<file path="src/rtl/channel_ctrl_pkg.sv">
// rtl/channel_ctrl_pkg.sv - shared types and defaults for the channel sweep controller
package channel_ctrl_pkg;

  localparam int SAMPLE_W = 18;

  localparam int DEF_NUM_STEPS     = 8;
  localparam int DEF_SETTLE_CYCLES = 4;
  localparam logic signed [SAMPLE_W-1:0] DEF_SCALE_RESET = 18'sd16640;

  typedef enum logic [2:0] {
    S_IDLE,
    S_SETTLE,
    S_RUN,
    S_NEXT,
    S_FIN
  } state_t;

endpackage

</file>
<file path="src/rtl/channel_sweep_ctrl_if.sv">
// rtl/channel_sweep_ctrl_if.sv - sweep control, sample strobe and scale-table config bundle
interface channel_sweep_ctrl_if
  import channel_ctrl_pkg::*;
#(
  parameter int NUM_STEPS = DEF_NUM_STEPS
);
  localparam int IDX_W = $clog2(NUM_STEPS);

  logic                       start;
  logic                       abort;
  logic [15:0]                num_samples;
  logic [IDX_W-1:0]           last_step;
  logic                       sample_valid;
  logic                       cfg_we;
  logic [IDX_W-1:0]           cfg_addr;
  logic signed [SAMPLE_W-1:0] cfg_data;
  logic                       noise_en;
  logic signed [SAMPLE_W-1:0] noise_scale;
  logic [IDX_W-1:0]           step_idx;
  logic                       step_start;
  logic                       busy;
  logic                       done;
  logic                       cfg_err;

  modport master (
    output start, abort, num_samples, last_step, sample_valid, cfg_we, cfg_addr, cfg_data,
    input  noise_en, noise_scale, step_idx, step_start, busy, done, cfg_err
  );

  modport slave (
    input  start, abort, num_samples, last_step, sample_valid, cfg_we, cfg_addr, cfg_data,
    output noise_en, noise_scale, step_idx, step_start, busy, done, cfg_err
  );

endinterface

</file>
<file path="src/rtl/channel_scale_table.sv">
// rtl/channel_scale_table.sv - per-step noise scale register file, one write port, async read
module channel_scale_table
  import channel_ctrl_pkg::*;
#(
  parameter int NUM_STEPS = DEF_NUM_STEPS,
  parameter logic signed [SAMPLE_W-1:0] SCALE_RESET = DEF_SCALE_RESET
) (
  input  logic                              clk,
  input  logic                              rst,
  input  logic                              we,
  input  logic [$clog2(NUM_STEPS)-1:0]      waddr,
  input  logic signed [SAMPLE_W-1:0]        wdata,
  input  logic [$clog2(NUM_STEPS)-1:0]      raddr,
  output logic signed [SAMPLE_W-1:0]        rdata
);

  logic signed [SAMPLE_W-1:0] mem [NUM_STEPS];

  always_ff @(posedge clk or posedge rst) begin
    if (rst) begin
      for (int i = 0; i < NUM_STEPS; i++) mem[i] <= SCALE_RESET;
    end else if (we) begin
      mem[waddr] <= wdata;
    end
  end

  assign rdata = mem[raddr];

endmodule

</file>
<file path="src/rtl/channel_sweep_ctrl.sv">
// rtl/channel_sweep_ctrl.sv - steps a noise scale through a table, settling then counting samples per step
module channel_sweep_ctrl
  import channel_ctrl_pkg::*;
#(
  parameter int NUM_STEPS = DEF_NUM_STEPS,
  parameter int SETTLE_CYCLES = DEF_SETTLE_CYCLES,
  parameter logic signed [SAMPLE_W-1:0] SCALE_RESET = DEF_SCALE_RESET
) (
  input logic                 clk,
  input logic                 rst,
  channel_sweep_ctrl_if.slave bus
);

  localparam int IDX_W = $clog2(NUM_STEPS);
  localparam int SC_W  = (SETTLE_CYCLES > 1) ? $clog2(SETTLE_CYCLES) : 1;
  localparam logic [SC_W-1:0]  SC_LAST = SC_W'(SETTLE_CYCLES - 1);
  localparam logic [IDX_W-1:0] MAX_IDX = IDX_W'(NUM_STEPS - 1);

  state_t                     state;
  logic [15:0]                num_q;
  logic [15:0]                sample_cnt;
  logic [SC_W-1:0]            settle_cnt;
  logic [IDX_W-1:0]           last_q;
  logic [IDX_W-1:0]           step_q;
  logic [IDX_W-1:0]           last_in;
  logic [IDX_W-1:0]           rd_idx;
  logic signed [SAMPLE_W-1:0] rd_data;
  logic signed [SAMPLE_W-1:0] first_scale;
  logic                       tbl_we;
  logic                       noise_en_q, step_start_q, busy_q, done_q, cfg_err_q;
  logic signed [SAMPLE_W-1:0] scale_q;

  assign tbl_we  = bus.cfg_we && (state == S_IDLE);
  assign last_in = (int'(bus.last_step) >= NUM_STEPS) ? MAX_IDX : bus.last_step;
  // In IDLE the read port looks at step 0; during a sweep it looks one step ahead.
  assign rd_idx  = (state == S_IDLE) ? '0 : IDX_W'(step_q + 1'b1);
  // A write to entry 0 in the start cycle must reach the first step.
  assign first_scale = (tbl_we && (bus.cfg_addr == '0)) ? bus.cfg_data : rd_data;

  channel_scale_table #(
    .NUM_STEPS  (NUM_STEPS),
    .SCALE_RESET(SCALE_RESET)
  ) u_table (
    .clk  (clk),
    .rst  (rst),
    .we   (tbl_we),
    .waddr(bus.cfg_addr),
    .wdata(bus.cfg_data),
    .raddr(rd_idx),
    .rdata(rd_data)
  );

  always_ff @(posedge clk or posedge rst) begin
    if (rst) begin
      state        <= S_IDLE;
      num_q        <= '0;
      sample_cnt   <= '0;
      settle_cnt   <= '0;
      last_q       <= '0;
      step_q       <= '0;
      noise_en_q   <= 1'b0;
      step_start_q <= 1'b0;
      busy_q       <= 1'b0;
      done_q       <= 1'b0;
      cfg_err_q    <= 1'b0;
      scale_q      <= SCALE_RESET;
    end else begin
      step_start_q <= 1'b0;
      done_q       <= 1'b0;
      cfg_err_q    <= bus.cfg_we && (state != S_IDLE);
      if ((state != S_IDLE) && bus.abort) begin
        state      <= S_IDLE;
        noise_en_q <= 1'b0;
        busy_q     <= 1'b0;
      end else begin
        case (state)
          S_IDLE: begin
            if (bus.start) begin
              num_q      <= bus.num_samples;
              last_q     <= last_in;
              step_q     <= '0;
              settle_cnt <= '0;
              sample_cnt <= '0;
              busy_q     <= 1'b1;
              if (bus.num_samples == 16'd0) begin
                state <= S_FIN;
              end else begin
                state        <= S_SETTLE;
                step_start_q <= 1'b1;
                scale_q      <= first_scale;
              end
            end
          end
          S_SETTLE: begin
            if (settle_cnt == SC_LAST) begin
              state      <= S_RUN;
              noise_en_q <= 1'b1;
            end else begin
              settle_cnt <= settle_cnt + 1'b1;
            end
          end
          S_RUN: begin
            if (bus.sample_valid) begin
              if (sample_cnt == num_q - 16'd1) begin
                state      <= S_NEXT;
                noise_en_q <= 1'b0;
              end else begin
                sample_cnt <= sample_cnt + 16'd1;
              end
            end
          end
          S_NEXT: begin
            if (step_q == last_q) begin
              state <= S_FIN;
            end else begin
              step_q       <= step_q + 1'b1;
              settle_cnt   <= '0;
              sample_cnt   <= '0;
              state        <= S_SETTLE;
              step_start_q <= 1'b1;
              scale_q      <= rd_data;
            end
          end
          S_FIN: begin
            state  <= S_IDLE;
            busy_q <= 1'b0;
            done_q <= 1'b1;
          end
          default: state <= S_IDLE;
        endcase
      end
    end
  end

  assign bus.noise_en    = noise_en_q;
  assign bus.noise_scale = scale_q;
  assign bus.step_idx    = step_q;
  assign bus.step_start  = step_start_q;
  assign bus.busy        = busy_q;
  assign bus.done        = done_q;
  assign bus.cfg_err     = cfg_err_q;

endmodule
</file>
<file path="src/flat_wrapper.sv">
// flat-port wrapper written by rule: the top's interface ports become plain ports
module channel_sweep_ctrl_flat import channel_ctrl_pkg::*;
#(
  parameter int NUM_STEPS = DEF_NUM_STEPS,
  parameter int SETTLE_CYCLES = DEF_SETTLE_CYCLES,
  parameter logic signed [SAMPLE_W-1:0] SCALE_RESET = DEF_SCALE_RESET
)
  (clk, rst, bus_start, bus_abort, bus_num_samples, bus_last_step, bus_sample_valid, bus_cfg_we, bus_cfg_addr, bus_cfg_data, bus_noise_en, bus_noise_scale, bus_step_idx, bus_step_start, bus_busy, bus_done, bus_cfg_err);
  channel_sweep_ctrl_if #(.NUM_STEPS(NUM_STEPS)) bus_i ();
  input logic clk;
  input logic rst;
  input wire logic [$bits(bus_i.start)-1:0] bus_start;
  input wire logic [$bits(bus_i.abort)-1:0] bus_abort;
  input wire logic [$bits(bus_i.num_samples)-1:0] bus_num_samples;
  input wire logic [$bits(bus_i.last_step)-1:0] bus_last_step;
  input wire logic [$bits(bus_i.sample_valid)-1:0] bus_sample_valid;
  input wire logic [$bits(bus_i.cfg_we)-1:0] bus_cfg_we;
  input wire logic [$bits(bus_i.cfg_addr)-1:0] bus_cfg_addr;
  input wire logic [$bits(bus_i.cfg_data)-1:0] bus_cfg_data;
  output wire logic [$bits(bus_i.noise_en)-1:0] bus_noise_en;
  output wire logic [$bits(bus_i.noise_scale)-1:0] bus_noise_scale;
  output wire logic [$bits(bus_i.step_idx)-1:0] bus_step_idx;
  output wire logic [$bits(bus_i.step_start)-1:0] bus_step_start;
  output wire logic [$bits(bus_i.busy)-1:0] bus_busy;
  output wire logic [$bits(bus_i.done)-1:0] bus_done;
  output wire logic [$bits(bus_i.cfg_err)-1:0] bus_cfg_err;
  assign bus_i.start = bus_start;
  assign bus_i.abort = bus_abort;
  assign bus_i.num_samples = bus_num_samples;
  assign bus_i.last_step = bus_last_step;
  assign bus_i.sample_valid = bus_sample_valid;
  assign bus_i.cfg_we = bus_cfg_we;
  assign bus_i.cfg_addr = bus_cfg_addr;
  assign bus_i.cfg_data = bus_cfg_data;
  assign bus_noise_en = bus_i.noise_en;
  assign bus_noise_scale = bus_i.noise_scale;
  assign bus_step_idx = bus_i.step_idx;
  assign bus_step_start = bus_i.step_start;
  assign bus_busy = bus_i.busy;
  assign bus_done = bus_i.done;
  assign bus_cfg_err = bus_i.cfg_err;
  channel_sweep_ctrl #(.NUM_STEPS(NUM_STEPS), .SETTLE_CYCLES(SETTLE_CYCLES), .SCALE_RESET(SCALE_RESET)) u_core (.clk(clk), .rst(rst), .bus(bus_i));
endmodule
</file>
<file path="config.mk">
export PLATFORM = sky130hd
export DESIGN_NAME = channel_sweep_ctrl_flat
export DESIGN_NICKNAME = d
export VERILOG_FILES = /design/src/rtl/channel_ctrl_pkg.sv /design/src/rtl/channel_sweep_ctrl_if.sv /design/src/rtl/channel_scale_table.sv /design/src/rtl/channel_sweep_ctrl.sv /design/src/flat_wrapper.sv
export SDC_FILE = /design/constraint.sdc
export NUM_CORES = 1
export LEC_CHECK = 0
export ABC_CLOCK_PERIOD_IN_PS = 14400
export BUFFER_PORTS_ARGS = -buffer_cell sky130_fd_sc_hd__buf_4
export CAP_MARGIN = 20
export CORE_MARGIN = 10
export CORE_UTILIZATION = 55
export CTS_BUF_LIST = sky130_fd_sc_hd__clkbuf_2
export DETAILED_ROUTE_END_ITERATION = 8
export GPL_TIMING_DRIVEN = 0
export PLACE_DENSITY = 0.74
export SYNTH_ARGS = -nofsm -noshare
export SYNTH_HDL_FRONTEND = slang
export SYNTH_SLANG_ARGS = --single-unit
</file>
<file path="constraint.sdc">
create_clock -name clk -period 14.4 [get_ports clk]
set_input_delay 2.88 -clock clk [delete_from_list [all_inputs] [get_ports clk]]
set_output_delay 2.88 -clock clk [all_outputs]
set_load 0.05 [all_outputs]
</file>
# [After elaboration in Yosys (flattened, before gate mapping)]
# Index checks and enable logic that the tools add are counted.
[classes] addsub=4 order_cmp=3 n_eq_ne=17 mux=47 bitwise=3 reduce_logical=22
[op_table] cell="$bwmux 144" count=1
[op_table] cell="$mux 18" count=7
[op_table] cell="$mux 16" count=4
[op_table] cell="$bmux 18 s3" count=1
[op_table] cell="$demux 18 s3" count=1
[op_table] cell="$pmux 16 s3" count=1
[op_table] cell="$pmux 18 s2" count=1
[op_table] cell="$mux 3" count=10
[op_table] cell="$add 16x1->16 const B" count=1
[op_table] cell="$eq 16x16->1" count=1
[op_table] cell="$logic_not 16->1" count=1
[op_table] cell="$sub 16x1->16 const B" count=1
[op_table] cell="$reduce_bool 3->1" count=5
[op_table] cell="$mux 1" count=12
[op_table] cell="$ne 2x2->1 const B" count=6
[op_table] cell="$pmux 3 s4" count=1
[op_table] cell="$reduce_and 4->1" count=3
[op_table] cell="$reduce_and 5->1" count=2
[op_table] cell="$ge 4x4->1 const B" count=2
[op_table] cell="$not 3->4" count=2
[op_table] cell="$eq 3x2->1 const B" count=2
[op_table] cell="$logic_not 3->1" count=2
[op_table] cell="$mux 2" count=3
[op_table] cell="$ne 3x1->1 const B" count=2
[op_table] cell="18 further kinds" count=24
[totals] ff_bits=210 input_bits=46 out_inout_bits=26 wordCells=116

# [Depth between registers and ports, before layout]
# Gate-level depths: netlist of run 1.
[depth] ltp_word=10 ltp_mapped=13 mapped_depth_nobuf=10

# [Modules after synthesis]
# A second synthesis of run 1 with hierarchy kept.
[hier_totals] hier_cells=778 area_unflattened_um2=10441.3
[by_module_without_submodules] mod="channel_scale_table" n_inst=1 cells_each=376 area_per_inst_um2=6601.3 seq_area_each_um2=3623.5
[by_module_without_submodules] mod="channel_sweep_ctrl" n_inst=1 cells_each=402 area_per_inst_um2=3839.9 seq_area_each_um2=1654.1

# [Least setup slack after synthesis of run 1]
# No wires, ideal clock.
[synth_path] kind="input-to-reg" start="input bus_abort" end="register u_core.sample_cnt[6]" setup_ps=78 arrival_ps=4595 required_time_ps=14322 path_slack_ps=9727 stages=9 n_path_buf=1 path_cell_list="inv_1 > nand2_1 > nor2_1 > o21ba_2 > o21a_1 > nand2_4 > buf_8 > or4_2 > a21oi_1"
[synth_via] elab_chain_len=3
[synth_lines] element="start: declaration" line="flat_wrapper.sv:13" source="input wire logic [$bits(bus_i.abort)-1:0] bus_abort;"
[synth_lines] element="$logic_and 1x1->1" line="channel_sweep_ctrl.sv:71" source="if ((state != S_IDLE) && bus.abort) begin"
[synth_lines] element="$not 1->1 (no source line)"
[synth_lines] element="$reduce_and 6->1 (no source line)"
[synth_lines] element="end signal: assignment" line="channel_sweep_ctrl.sv:108" source="sample_cnt <= sample_cnt + 16'd1;"
[synth_lines] element="end: declaration" line="channel_sweep_ctrl.sv:21" source="logic [15:0] sample_cnt;"
# No other way between the ends.
# A chain may end at the register's enable or synchronous reset.

# [Worst setup path after layout of run 1]
[layout_path] start="register u_core.step_q[0], in the netlist u_core.bus.step_idx[0]" end="output bus_step_idx[0]"
[layout_lines] element="start: declaration" line="channel_sweep_ctrl.sv:24" source="logic [IDX_W-1:0] step_q;"
[layout_lines] element="start signal: assignment" line="channel_sweep_ctrl.sv:116" source="step_q <= step_q + 1'b1;"
[layout_lines] element="end: declaration" line="flat_wrapper.sv:22" source="output wire logic [$bits(bus_i.step_idx)-1:0] bus_step_idx;"
# No word-level cell between the ends.

==> results of run 1 <==
## cell usage in the layout, fill, tap and decap left out, drive strengths merged, types with 8 or more instances in the layout
| cell type | n |
|---|---|
| dfstp | 18 |
| clkbuf | 155 |
| or4 | 11 |
| nand2 | 118 |
| o21ai | 48 |
| nor4 | 8 |
| o311ai | 18 |
| nor3 | 10 |
| mux2 | 143 |
| a21oi | 36 |
| xor2 | 8 |
| nor2 | 74 |
| and3 | 22 |
| buf | 75 |
| dfrtp | 192 |
| a211oi | 19 |
| inv | 12 |
| nand2b | 23 |
| a31oi | 21 |
| xnor2 | 21 |
| o211ai | 21 |
| and2 | 21 |
| nand3 | 14 |
| o31ai | 12 |
## metrics by stage
step / area [sq um] / cells / worst slack (ns) / hold slack [ns]
after global placement: 11200 / 1288 / 3.50 / 0.446
after CTS: 11800 / 1389 / 9.79 / 0.465
after detailed placement: 11300 / 1290 / 9.08 / 0.451
after global routing: 11800 / 1390 / 9.68 / 0.489
final: 11800 / 1390 / 9.83 / 0.464
after floorplan: 10400 / 985 / 5.81 / 0.436
## flip-flops by register name, indices dropped and copies added, names as in the netlist
register,cells
u_core.bus.busy,1
u_core.num_q,16
u_core.bus.done,1
u_core.bus.step_idx,3
u_core.u_table.mem,144
u_core.state,3
u_core.sample_cnt,16
u_core.bus.noise_en,1
u_core.settle_cnt,2
u_core.bus.cfg_err,1
u_core.bus.step_start,1
u_core.bus.noise_scale,18
u_core.last_q,3
## how the worst max path moves through the flow
stage	start	endpoint	depth (start not counted)	slack (ns)
floorplan	rst	u_core.bus.busy	1	5.81
global route	bus_abort	u_core.bus.noise_scale[11]	9	9.68
global placement	rst	u_core.state[0]	2	3.50
CTS	u_core.bus.step_idx[0]	bus_step_idx[0]	1	9.79
detailed placement	bus_abort	u_core.bus.noise_scale[8]	10	9.08
finish	u_core.bus.step_idx[0]	bus_step_idx[0]	1	9.83
## Yosys cell counts, types with 18 or more instances
cell | count | area (sq um)
dfrtp_1 | 192 | 4800
mux2_2 | 143 | 1610
nand2_1 | 117 | 439
nor2_1 | 73 | 274
clkbuf_1 | 60 | 225
o21ai_0 | 48 | 240
a21oi_1 | 36 | 180
nand2b_1 | 23 | 144
and3_1 | 22 | 138
a31oi_1 | 21 | 131
o211ai_1 | 21 | 158
xnor2_1 | 21 | 184
and2_1 | 20 | 125
a211oi_1 | 19 | 143
dfstp_2 | 18 | 473
o311ai_0 | 18 | 158
## power by group
| part | switching [mW] | internal, mW | leakage [nW] | total (mW) |
|---|---|---|---|---|
| clock | 0.236 | 0.168 | 0.400 | 0.404 |
| sequential | 0.152 | 0.867 | 2.55 | 1.02 |
| combinational | 0.521 | 0.416 | 2.15 | 0.937 |
## logic make-up after synthesis
| group | count (synthesis) | share of synthesized area (%) |
|---|---|---|
| compound gates | 192 | 12.1 |
| fa+ha+maj | 4 | 0.480 |
| xor+xnor | 29 | 2.44 |
| mux | 144 | 15.5 |
| flops | 210 | 50.6 |
| buf+inv | 76 | 3.17 |
| simple gates | 330 | 15.6 |
## per-layer routing
layer	wire (um)	global-route usage (%)
met1	11300	27.0
met2	11800	32.1
met3	1570	4.75
met4	603	7.52
met5	13	0
## area by class of cell
type / instances / area share [%]
flip-flops and latches: 210 / 44.8
multi-input cells: 699 / 40.9
repair buffers: 71 / 4.68
clock buffers: 94 / 4.00
well taps: 234 / 2.49
plain buffers: 65 / 2.46
inverters: 11 / 0.415
clock inverters: 5 / 0.191
diodes: 1 / 0.0213
==> results.md, run 1 <==
- The worst register-to-register path ends at u_core.bus.noise_scale[10].
- STA puts the critical path data required time at between 10 and 15 ns.
- Once the clock tree was built, the setup fixing pass inserted 0 buffers.
- The number of standard-cell rows in the floorplan is 50.
- The most instantiated flip-flop cell in the synthesis netlist is dfrtp_1.
- STA classifies the critical path endpoint as an output pin.
- Counting both buffers and inverters, the worst setup path holds a total of 1.
- The final layout contains approximately 1.2k nets.
- The clock latency on the worst-skew pair is 0.83 ns.
- The post-detailed-route wirelength per cell is around 18 um.
- Dividing the detail-routed via count by the number of cells gives around 5.8.
- The fraction of layout instances using a drive strength above 1 is a little under a third.
- The post-layout utilization of the core is a little over three fifths.
- The number of cells on the worst reg-to-reg path is 7.
- The startpoint identified for the worst hold timing path is u_core.u_table.mem[134].
- The violation count after the first detailed-routing iteration is 538.
- The total of endpoints with negative setup slack in the final report is 0.
- The quantity of I/O buffers inserted on ports is slightly below 70.
- The count of fill cells added during filler insertion is between 1.5k and 2k.
- The total of hold buffers inserted after clock tree synthesis is 0.
- Measured against its own limit, the worst slew margin works out to 32.4%.
- Buffers inserted during clock tree synthesis total 54.
- The CTS tree is yes.
- For flop-to-flop paths, the worst setup slack is around 11 ns.
- Routability-driven placement finished with a final weighted congestion of 0.865.
- Summed over all cells, the static leakage comes to between 5 and 6 nW.
- The number of pins with negative max-slew slack in the final report is 0.
- The mapped netlist covers around 0.010 sq mm.
- The via count of the first global-routing pass is roughly 8.1k.
- Setup repair after global routing left no endpoint under its margin.
- The clock passes through at most 3 buffers.
- The clock-pin slew on the worst setup and hold paths is 0.09 ns.
- The total of warnings raised by yosys is 0.
- For this block, the via count after detailed routing is roughly 8.1k.
- For the final database, setup skew stands at around 0.053 ns.
- The endpoint arrival time on the critical path is ~1.7 ns.
- The number of flops mapped to enable cells by yosys is 0.
- The number of iterations in the first detailed-routing pass is 4.
- The clock drives 210 sinks.
- After technology mapping, the gate count stands at around 1000.
- The critical path goes through buf_4.
- The residual overflow from global routing is 0.
- 72 I/O pins were placed.
- The transition time at the pin with the least slew margin is just over 1 ns.
- The synthesized net count is around 1.0k.
- The total power is about 2.4 mW.
- The kind of cell with the highest combined delay along the critical path is flip-flops.
- In this run the vertical extent of the chip is approximately 160 um.
- The hold-critical path depth is 2.
- The worst hold path terminates at u_core.u_table.mem[134].
- In this run the clock root is driven by a clkbuf_2.
- The min-delay analysis places its worst path in the category flip-flop to flip-flop.
- STA classifies the critical path startpoint as a flip-flop.
- The netlist uses 60 different library cells.
- The half-perimeter wire length after detailed placement is approximately 18000 um.
- Summing all multi-input logic gate instances after layout gives 0.00482 sq mm.
- The number of antenna violations at the first check in global routing is 2.
- The period utilization is about a third.
- In the routed design, unresolved DRC markers number 0.
- In this run the remaining antenna-violating nets after routing total 0.
- The proportion of synthesized flip-flops having asynchronous set or reset is between 90% and 100%.
- The floorplan step defined a die boundary enclosing about 0.025 sq mm.
- The clock period could shrink to 4.57 ns.
- The run finished with clean final reports.
- Summed over all layers, the routed wires come to between 20000 and 30000 um.
- Power spread over the standard cell area amounts to 201 mW/mm^2.
- The largest fanout on the critical path is 7.
- The average instance in the mapped netlist occupies approximately 11 sq um.
- The total of flip-flops plus latches after synthesis is between 200 and 250.
- The depth of the CTS H-tree is 2.
- The width of the die is between 150 and 200 um.
- The source of the worst register-to-register timing path is u_core.state[0].
- The peak ir drop on the vdd network is a little under 0.00007 V.
- The start-to-end type of the worst setup path is flip-flop to output pin.
- The critical path's largest stage delay is ~0.60 ns.
- The number of hold violations in the final report came to 0.
- The overall track demand over capacity in global routing is 20.4%.
- Summing all flip-flop and latch instances after layout gives between 0.005 and 0.006 sq mm.
- The sum of negative setup slack is 0 ns.
- Post-CTS repair changed the size of 0 cells.
- The core region area is around 0.019 sq mm.
- The cell with the largest stage delay on the worst path is dfrtp_1.
- The effective utilization at floorplan is a little under three fifths.
- The area overhead of the layout relative to synthesis is 12.9%.
- Entering global routing, the biggest net connects 130 pins.
- The first-pass GRT wire length is approximately 41000 um.
- The top achievable clock speed is roughly 220 MHz.
- Sequential cells were found to cover 50.6% of the synthesized design area.
- The max-cap check violation count is 0.
No activity file was read; power rests on OpenSTA's default activity.
==> run 2, diff against run 1 <==
--- a/config.mk
+++ b/config.mk
@@ -5,7 +5,7 @@
 export SDC_FILE = /design/constraint.sdc
 export NUM_CORES = 1
 export LEC_CHECK = 0
-export ABC_CLOCK_PERIOD_IN_PS = 14400
+export ABC_CLOCK_PERIOD_IN_PS = 4200
 export BUFFER_PORTS_ARGS = -buffer_cell sky130_fd_sc_hd__buf_4
 export CAP_MARGIN = 20
 export CORE_MARGIN = 10
@@ -13,7 +13,7 @@
 export CTS_BUF_LIST = sky130_fd_sc_hd__clkbuf_2
 export DETAILED_ROUTE_END_ITERATION = 8
 export GPL_TIMING_DRIVEN = 0
-export PLACE_DENSITY = 0.74
+export PLACE_DENSITY = 0.77
 export SYNTH_ARGS = -nofsm -noshare
 export SYNTH_HDL_FRONTEND = slang
 export SYNTH_SLANG_ARGS = --single-unit
==> constraint.sdc (replaced) <==
create_clock -name clk -period 4.2 [get_ports clk]
set_input_delay 0.84 -clock clk [delete_from_list [all_inputs] [get_ports clk]]
set_output_delay 0.84 -clock clk [all_outputs]
set_load 0.05 [all_outputs]
==> run 2 against run 1 <==
Net effect: hold slack got worse by 0.37 ns; clock-buffer cell count fell by 18; combinational power rose to 3.4 times the previous value; clock power rose to 3.3 times the previous value; critical endpoint is now u_core.bus.noise_scale[8]; largest power group unchanged; highest routed layer is now met4.
==> results.md, run 2 (same netlist as run 1, synthesis figures left out) <==
- The post-route netlist has just under 30% of its cells at a drive strength greater than 1.
- The post-detailed-route wirelength per cell is approximately 18 um.
- For this run, design rule violations remaining after detail routing come to 0.
- The depth of the CTS H-tree is 2.
- The violation count after the first detailed-routing iteration is approximately 460.
- The half-perimeter wire length after detailed placement is 18400 um.
- After layout, the minimum clock period comes to ~3.6 ns.
- The core region area is ~0.019 sq mm.
- Setup repair after global routing left no endpoint under its margin.
- The worst setup slack before clock tree synthesis is between 0.7 and 0.8 ns.
- The number of iterations in the first detailed-routing pass is 7.
- In this run the deepest clock path goes through 3 buffers.
- From bottom edge to top edge, the die measures approximately 160 um.
- The clock root buffer is clkbuf_2.
- At the end of routability-driven placement, the weighted congestion stood at 0.855.
- In the layout the commonest cells are dfrtp_1 (192), mux2_2 (143), nand2_1 (117), clkbuf_2 (76), nor2_1 (73).
- Clock-pin slew was measured on the worst setup and hold paths at 0.11 ns.
- The category of the worst setup path launch point is a flip-flop.
- The flip-flop count of the largest register after layout is roughly 140.
- With fillers left out, the area of the finished cells amounts to approximately 0.012 sq mm.
- Static timing analysis puts the maximum clock frequency at between 200 and 300 MHz.
- The power per cell area is 683 mW/mm^2.
- The detailed router placed about 8.1k vias in this run.
- The critical path is of the flip-flop to flip-flop type.
- The final layout net count is 1164.
- The max-cap check violation count is 0.
- The via count of the first global-routing pass is around 8.3k.
- The peak ir drop on the vdd network is around 0.00024 V.
- The final worst hold slack is around 0.098 ns.
- The number of routed nets with antenna violations is 0.
- The largest fanout on the critical path is 10.
- The worst setup path is captured at a flip-flop.
- The worst slew margin relative to its limit is between 30 and 40%.
- In this run, CTS created clock tree buffers numbering 52.
- The flip-flop and latch area is 0.00528 sq mm.
- TritonCTS built the clock tree.
- For this run, the total global-route usage over all layers was measured as 20.5%.
- The count of fill cells added during filler insertion is between 1.5k and 2k.
- For the worst setup path, the data arrival time is 4.30 ns.
- The number of gates resized after cts is 0.
- The clock net sink count is 210.
- The smallest setup slack after layout is between 0.6 and 0.7 ns.
- Entering global routing, the biggest net connects 44 pins.
- The number of antenna violations at the first check in global routing was 2.
- The multi-input combinational cells in the finished layout cover a total of 0.00482 sq mm.
- For the worst-skew pair, the clock arrives at the later sink with an insertion delay of approximately 0.83 ns.
- The initial utilization of the core area, before any placement, comes to roughly 56%.
- 72 I/O pins were placed.
- The transition time at the pin with the least slew margin is 0.944 ns.
- The flow ran to the end, and the final reports show no timing, DRC or antenna violations.
- The first global-routing pass estimated 41400 um of wire.
- The die is roughly 160 um wide.
- The area overhead of the layout relative to synthesis is 13.4%.
- The number of pins with negative max-slew slack in the final report is 0.
- The period utilization is a little under nine tenths.
- The number of hold violations in the final report was 0.
- The total power is between 8 and 9 mW.
- For this block, the routed nets add up to between 20000 and 30000 um of wire.
- For this design, the CTS-stage hold fixing added 0 buffers.
- Counting flops per register, the top entry is u_core.u_table.mem.
- The setup skew after layout is 0.0565 ns.
- Data on the critical path is required at its endpoint by 4.90 ns.
- The leakage power figure is 5.10 nW.
- The number of standard-cell rows in the floorplan is 50.
- Setup violations remaining at the end of the flow were counted as 0.
- The worst min-delay path class is input pin to async pin.
- The quantity of I/O buffers inserted on ports is between 60 and 70.
- Global routing finished with a remaining overflow of 0.
- Using the TritonRoute via totals, the vias-per-cell ratio works out to roughly 5.8.
- The cell area after placement is 0.0113 sq mm.
- The most common cell after layout, fill and taps aside is dfrtp_1.
- The die covers 0.0249 sq mm.
- Once the clock tree was built, the setup fixing pass inserted 0 buffers.
## run 2: cell count changes in the layout (fill, tap and decap cells not counted), sizes merged
cell | previous run | this run
buf | 75 | 79
bufinv | 0 | 1
clkbuf | 155 | 137
clkinv | 3 | 15
diode | 1 | 2
inv | 12 | 11
## run 2: through the flow
step,TNS [ns],instances,util [%]
floorplan,0,985,-
global placement,-108.15,1288,60.1
detailed placement,0,1294,60.6
CTS,0,1387,63.2
global route,0,1389,63.2
finish,0,1389,63.2
## run 2: critical path: stages, from the launching register on
cell	delay, ns
dfrtp_1	0.38
clkbuf_1	0.20
nor3_1	0.82
clkbuf_1	0.57
clkbuf_1	0.50
a21oi_1	0.39
clkbuf_1	0.39
a31oi_1	0.27
## run 2: final timing paths
kind	startpoint	cells after the start	slack, ns	endpoint
max	u_core.state[0]	7	0.60	u_core.bus.noise_scale[8]
min	rst	2	0.1	u_core.u_table.mem[125]
max reg2reg	u_core.state[0]	7	0.60	u_core.bus.noise_scale[8]
min reg2reg	u_core.u_table.mem[134]	2	0.48	u_core.u_table.mem[134]
max in group asynchronous	rst	4	3.10	u_core.u_table.mem[80]
min in group clk	bus_abort	2	0.26	u_core.state[1]
## run 2: area by class of cell
cell class | instances | share of cell area [%]
multi-input cells | 699 | 40.7
well taps | 234 | 2.48
repair buffers | 75 | 5.27
plain buffers | 65 | 2.45
inverters | 11 | 0.381
diodes | 2 | 0.0423
clock inverters | 17 | 0.773
clock buffers | 76 | 3.22
flip-flops and latches | 210 | 44.6
## run 2: power by group
group          internal (mW)  switching, mW  total [mW]
logic                   1.43           1.79        3.22
registers               2.97          0.528        3.50
clock network          0.544          0.807        1.35
## run 2: metal layers
| layer | part of all wire [%] | up-vias | GRT usage (%) |
|---|---|---|---|
| met4 | 2.2 | 0 | 6.90 |
| li1 | - | 3831 | - |
| met1 | 44 | 3995 | 26.1 |
| met2 | 48 | 232 | 34.1 |
| met3 | 6.1 | 48 | 4.34 |
| met5 | 0 | - | 0 |
